## src/rtl/sel_burst_buffer.sv

```systemverilog
// Channel-select burst buffer: captures a burst from one of CH input channels
// into a single-port RAM, then replays it forward or reversed over valid/ready.
module sel_burst_buffer #(
  parameter  int DW    = 8,
  parameter  int CH    = 8,
  parameter  int DEPTH = 8,
  localparam int AW    = $clog2(DEPTH),
  localparam int SW    = (CH > 1) ? $clog2(CH) : 1
) (
  input  logic             clk,
  input  logic             rsta,
  input  logic             begin_wr,
  input  logic [SW-1:0]    sel,
  input  logic [AW:0]      len,
  input  logic             rev,
  input  logic [CH*DW-1:0] din,
  output logic [DW-1:0]    dout,
  output logic             out_en,
  input  logic             out_ready,
  output logic             busy,
  output logic             done
);

  typedef enum logic [1:0] {IDLE, WR, RD} state_t;

  state_t          state_q, state_d;
  logic [SW-1:0]   sel_q, sel_d;
  logic            rev_q, rev_d;
  logic [AW:0]     len_q, len_d;
  logic [AW-1:0]   wr_cnt_q, wr_cnt_d;
  logic [AW:0]     rd_cnt_q, rd_cnt_d;
  logic            inflight_q, inflight_d;
  logic [1:0]      cnt_q, cnt_d;
  logic [DW-1:0]   q0_q, q0_d, q1_q, q1_d;

  logic [DW-1:0]   mem [DEPTH];
  logic [DW-1:0]   rd_data_q;
  logic [DW-1:0]   chan [CH];

  logic [AW:0]     len_eff;
  logic [SW-1:0]   sel_eff;
  logic [AW-1:0]   rd_addr;
  logic [2:0]      occ;
  logic            wr_en, rd_en, pop, push, last_pop;

  // Unflatten the channel bus so the selected channel is a plain array index.
  for (genvar i = 0; i < CH; i++) begin : g_chan
    assign chan[i] = din[i*DW +: DW];
  end

  // Output queue head and handshake/status decode.
  assign out_en   = (cnt_q != 2'd0);
  assign dout     = q0_q;
  assign busy     = (state_q != IDLE);
  assign pop      = out_en && out_ready;
  assign push     = inflight_q;
  assign wr_en    = (state_q == WR);
  assign last_pop = (state_q == RD) && pop && (rd_cnt_q == len_q) &&
                    !inflight_q && (cnt_q == 2'd1);
  assign done     = last_pop;

  // Read issue: only while words remain and the queue can absorb the return.
  always_comb begin
    occ     = {1'b0, cnt_q} + {2'b00, inflight_q} - {2'b00, pop};
    rd_en   = (state_q == RD) && (rd_cnt_q < len_q) && (occ <= 3'd1);
    rd_addr = rev_q ? AW'(len_q - 1'b1 - rd_cnt_q) : AW'(rd_cnt_q);
  end

  // Normalise the requested length and channel before they are latched.
  always_comb begin
    len_eff = len;
    if (len == '0 || len > (AW+1)'(DEPTH)) len_eff = (AW+1)'(DEPTH);
    sel_eff = sel;
    if ({1'b0, sel} >= (SW+1)'(CH)) sel_eff = SW'(CH - 1);
  end

  // Next-state, counter and output-queue update.
  always_comb begin
    // NOTE: every variable gets its hold value first so no latch is inferred.
    state_d    = state_q;
    sel_d      = sel_q;
    rev_d      = rev_q;
    len_d      = len_q;
    wr_cnt_d   = wr_cnt_q;
    rd_cnt_d   = rd_cnt_q;
    inflight_d = rd_en;
    cnt_d      = cnt_q;
    q0_d       = q0_q;
    q1_d       = q1_q;

    case (state_q)
      IDLE: begin
        if (begin_wr) begin
          sel_d    = sel_eff;
          rev_d    = rev;
          len_d    = len_eff;
          wr_cnt_d = '0;
          state_d  = WR;
        end
      end
      WR: begin
        wr_cnt_d = wr_cnt_q + 1'b1;
        if ({1'b0, wr_cnt_q} == len_q - 1'b1) begin
          rd_cnt_d = '0;
          state_d  = RD;
        end
      end
      RD: begin
        if (rd_en)    rd_cnt_d = rd_cnt_q + 1'b1;
        if (last_pop) state_d  = IDLE;
      end
      default: state_d = IDLE;
    endcase

    case ({pop, push})
      2'b10: begin
        q0_d  = q1_q;
        cnt_d = cnt_q - 2'd1;
      end
      2'b01: begin
        if (cnt_q == 2'd0) q0_d = rd_data_q;
        else               q1_d = rd_data_q;
        cnt_d = cnt_q + 2'd1;
      end
      2'b11: begin
        if (cnt_q == 2'd2) begin
          q0_d = q1_q;
          q1_d = rd_data_q;
        end else begin
          q0_d = rd_data_q;
        end
      end
      default: ;
    endcase
  end

  // Control state register; reset aborts any burst and flushes the queue.
  always_ff @(posedge clk or posedge rsta) begin
    if (rsta) begin
      state_q    <= IDLE;
      sel_q      <= '0;
      rev_q      <= 1'b0;
      len_q      <= '0;
      wr_cnt_q   <= '0;
      rd_cnt_q   <= '0;
      inflight_q <= 1'b0;
      cnt_q      <= '0;
      q0_q       <= '0;
      q1_q       <= '0;
    end else begin
      // NOTE: non-blocking so every flop samples values from before the edge.
      state_q    <= state_d;
      sel_q      <= sel_d;
      rev_q      <= rev_d;
      len_q      <= len_d;
      wr_cnt_q   <= wr_cnt_d;
      rd_cnt_q   <= rd_cnt_d;
      inflight_q <= inflight_d;
      cnt_q      <= cnt_d;
      q0_q       <= q0_d;
      q1_q       <= q1_d;
    end
  end

  // Single-port RAM with registered read data.
  // NOTE: RAM has no reset; reads only target words written in this burst.
  always_ff @(posedge clk) begin
    if (wr_en) mem[wr_cnt_q] <= chan[sel_q];
    if (rd_en) rd_data_q <= mem[rd_addr];
  end

endmodule

```

## config.mk

```make
export PLATFORM = sky130hd
export DESIGN_NAME = sel_burst_buffer
export DESIGN_NICKNAME = d
export VERILOG_FILES = /design/src/rtl/sel_burst_buffer.sv
export SDC_FILE = /design/constraint.sdc
export NUM_CORES = 1
export LEC_CHECK = 0
export ABC_AREA = 1
export BUFFER_PORTS_ARGS = -buffer_cell sky130_fd_sc_hd__buf_2
export CORE_MARGIN = 1.5
export CORE_UTILIZATION = 30
export DETAILED_ROUTE_END_ITERATION = 10
export SLEW_MARGIN = 20
export SYNTH_ARGS = -nofsm -noshare
export SYNTH_HDL_FRONTEND = slang
export SYNTH_SLANG_ARGS = --single-unit
```

## constraint.sdc

```tcl
create_clock -name clk -period 4.6 [get_ports clk]
set_clock_uncertainty 0.15 [all_clocks]
set_input_delay 0.46 -clock clk [delete_from_list [all_inputs] [get_ports clk]]
set_output_delay 0.46 -clock clk [all_outputs]
set_load 0.03 [all_outputs]
```

==> summary.md <==
| Metric | Value |
|---|---|
| Status | complete, but fails checks |
| Failing checks | design-rule violations |
| DIE AREA | a little under 20000 um^2 |
| Num CTS Buffers | 9 |
| # port buffers | 86 |
| Final setup margin | roughly 1.5 ns |
| Initial core utilization | 0.308 |
| Post-cts sizing count | 0 |
| Dpl ws | 1.54 ns |
| Max Clock Freq | 326 MHz |
| Die H | 139 um |
| DP Cell Count | 938 |
| # DRC | 5 |
| Yosys cell types | 35 |
| Hold Violations, Final | 0 |
| Slowest-stage cell, CP | fa_1 |
| Min cycle time layout | just over 3 ns |
| Post-CTS Setup Bufs | 0 |
| Reg clk slew, reported paths | ~0.070 ns |
| Crit Path Category | reg2reg |
| Post-CTS Hold Buffers | 0 |
| Cells after synthesis | 639 |
| Largest net degree at the start of global routing | 37 |
| Drt via density | 4.54 |
| HP Class | in2async |
| CTS max path bufs | 2 |
| Crit-path most repeated cell | inv_1 |
| CP Buf/Inv Count | 5 |
| Die X-Extent | 139 um |
| Initial antenna violation count | 0 |
| Number of global-route vias before repair | 4101 |
| VDD IR max | 0.219 mV |
| CP arrival | 2.94 ns |
| Final worst-path cycle share | 0.668 |
| Clock sinks | 108 |
| N_diodes | 0 |
| Maxcap violations | 0 |
| Synth warn | 0 |
| Share of cells above drive strength 1 | 0.163 |
| Initial DRC count | ~220 |
| Hpwl dp | 8830 um |
| Nets | ~800 |
| Worst skew pair latency | 0.35 ns |
| CP Max Fanout | 10 |
| Via count | approximately 4.3k |
| P&R area growth vs syn | 16.5% |
| Total Power | 0.00410 W |
| Seq/Total Area, Yosys | 0.549 |
| DRT Wirelength | 11900 um |
| Clock root cell | clkbuf_16 |
| RSZ-0062 raised after global routing | no |
| Static leakage | 2.90 nW |
| Power Density | 631 nW/um^2 |
| Post-DP Area | roughly 6200 um^2 |
| Setup TNS | 0 ns |
| TritonCTS clock tree | built |
| Syn avg cell area | 8.72 um^2 |
| CP endpoint kind | flip-flop |
| Routed Antenna Nets | 0 |
| Cell family with most CP delay | adder cells |
| Synth Cell Area | about 5600 um^2 |
| Global route overflow | 0 |
| Row count | between 40 and 50 |
| Crit path cell chain | inv_1 -> ha_1 -> inv_2 -> nand2_4 -> xor2_1 -> ha_1 -> inv_1 -> fa_1 -> inv_1 -> nor2_1 -> nand2_1 -> nand3b_1 -> inv_1 |
| Final setup viols | 0 |
| Overall routing resource usage | 0.129 |
| Worst Tran Pin Value | 1.00 ns |
| CP max stage delay | 0.47 ns |
| Finished Layout Cells | 954 |
| WL per Instance | 12.5 um |
| H-tree depth | 3 |
| Register bit total from synthesis | 108 |
| Slew headroom | 0.329 |
| Worst setup SP type | flip-flop |
| Max-slew violation count | 0 |
| DRT Pass-1 Iters | 7 |
| First-pass GRT wire length | 19900 um |
| Finished Cell Area | about 6500 um^2 |
| Boundary pin count | 87 |
| Synth Net Count | 730 |
| Required arrival time at the worst endpoint | between 4 and 5 ns |
| Core Footprint | 18100 um^2 |
| GP Congestion | 0.767 |
==> registers in the layout, summed over array words and instances, names as in the netlist, 3 cells and up <==
| name | count |
|---|---|
| mem | 64 |
| dout | 8 |
| q1_q | 8 |
| rd_data_q | 8 |
| len_q | 4 |
| rd_cnt_q | 4 |
| sel_q | 3 |
| wr_cnt_q | 3 |
==> Yosys cell counts <==
| cell type | instances | share of area |
|---|---|---|
| nand2_1 | 163 | 0.11 |
| o21ai_0 | 81 | 0.073 |
| nor2_1 | 79 | 0.053 |
| inv_1 | 74 | 0.050 |
| edfxtp_1 | 72 | 0.39 |
| nand3_1 | 42 | 0.038 |
| dfrtp_1 | 36 | 0.16 |
| a31oi_1 | 16 | 0.018 |
| ha_1 | 13 | 0.029 |
| clkbuf_1 | 10 | 0.0067 |
| a21oi_1 | 9 | 0.0081 |
| o21ai_1 | 6 | 0.0054 |
| buf_6 | 4 | 0.0081 |
| inv_2 | 4 | 0.0027 |
| xor2_1 | 3 | 0.0047 |
| buf_2 | 2 | 0.0018 |
| buf_4 | 2 | 0.0027 |
| clkinv_1 | 2 | 0.0013 |
| fa_1 | 2 | 0.0072 |
| nand2_2 | 2 | 0.0022 |
| o21ai_2 | 2 | 0.0031 |
| xnor2_1 | 2 | 0.0031 |
| buf_8 | 1 | 0.0027 |
| nand2_4 | 1 | 0.0020 |
| nand3b_1 | 1 | 0.0013 |
| nand4_1 | 1 | 0.0011 |
| nand4_2 | 1 | 0.0022 |
| nor2_2 | 1 | 0.0011 |
| nor3_1 | 1 | 0.00090 |
| nor4_1 | 1 | 0.0011 |
| o21ai_4 | 1 | 0.0029 |
| o22ai_1 | 1 | 0.0011 |
| o31ai_1 | 1 | 0.0013 |
| o31ai_4 | 1 | 0.0038 |
| or2_2 | 1 | 0.0011 |
==> metrics by stage <==
| step | utilization | hold slack (ns) |
|---|---|---|
| 6_report | 0.359 | 0.0636 |
| 5_1_grt | 0.359 | 0.101 |
| 4_1_cts | 0.359 | 0.0759 |
| 3_5_place_dp | 0.342 | 0.344 |
| 3_3_place_gp | 0.342 | 0.341 |
| 2_1_floorplan | - | 0.306 |
==> tightest hold or removal path, stage by stage <==
cell and delay, ns:
buf_2 0.09, inv_1 0.04, buf_4 0.40
==> cell families (layout without fill, tap and decap cells) <==
| group | after synthesis | after routing | share of synthesized area |
|---|---|---|---|
| adder cells (fa/ha/maj) | 15 | 15 | 0.0364 |
| AND/OR/NAND/NOR | 294 | 294 | 0.214 |
| AO/OA/AOI/OAI | 118 | 118 | 0.117 |
| flip-flops | 108 | 108 | 0.549 |
| buffers and inverters | 99 | 185 | 0.0759 |
| XOR/XNOR | 5 | 5 | 0.00786 |
==> worst paths after layout <==
kind | slack (ns) | cells after the start | from | endpoint
min | 0.06 | 3 | rsta | q1_q[7]
min reg2reg | 0.35 | 2 | rd_data_q[4] | q1_q[4]
max | 1.53 | 13 | cnt_q[1] | rd_data_q[5]
min in group clk | 0.17 | 3 | sel[0] | sel_q[0]
max reg2reg | 1.53 | 13 | cnt_q[1] | rd_data_q[5]
max in group asynchronous | 3.91 | 3 | rsta | sel_q[0]
==> layer usage <==
layer,track usage,wire (um)
met5,0,0
met4,0.0314,99
met3,0.0344,633
met2,0.211,5490
met1,0.170,5660
==> power by group <==
group | total [W] | internal, W | switching [W]
combinational | 0.00168 | 0.000502 | 0.00118
sequential | 0.00164 | 0.00150 | 0.000139
clock | 0.000776 | 0.000428 | 0.000348
==> area by class of cell <==
type	instances	area (um^2)
Fill cell	1839	11600
Tap cell	229	287
Timing Repair Buffer	89	453
Multi-Input combinational cell	432	2090
Clock inverter	6	76.3
Clock buffer	10	229
Sequential cell	108	3060
Inverter	80	300
==> placed cells by master, fill, tap and decap left out, types with 2 or more instances in the layout <==
cell type | Yosys | final
buf_2 | 2 | 86
clkinv_1 | 2 | 2
buf_4 | 2 | 3
o21ai_2 | 2 | 2
o21ai_1 | 6 | 6
inv_2 | 4 | 4
nor2_1 | 79 | 79
ha_1 | 13 | 13
nand2_2 | 2 | 2
xnor2_1 | 2 | 2
a31oi_1 | 16 | 16
xor2_1 | 3 | 3
clkbuf_16 | 0 | 9
nand3_1 | 42 | 42
a21oi_1 | 9 | 9
clkinv_4 | 0 | 2
nand2_1 | 163 | 163
o21ai_0 | 81 | 81
fa_1 | 2 | 2
inv_1 | 74 | 74
dfrtp_1 | 36 | 36
edfxtp_1 | 72 | 72
Power figures use the tool's default switching activity.
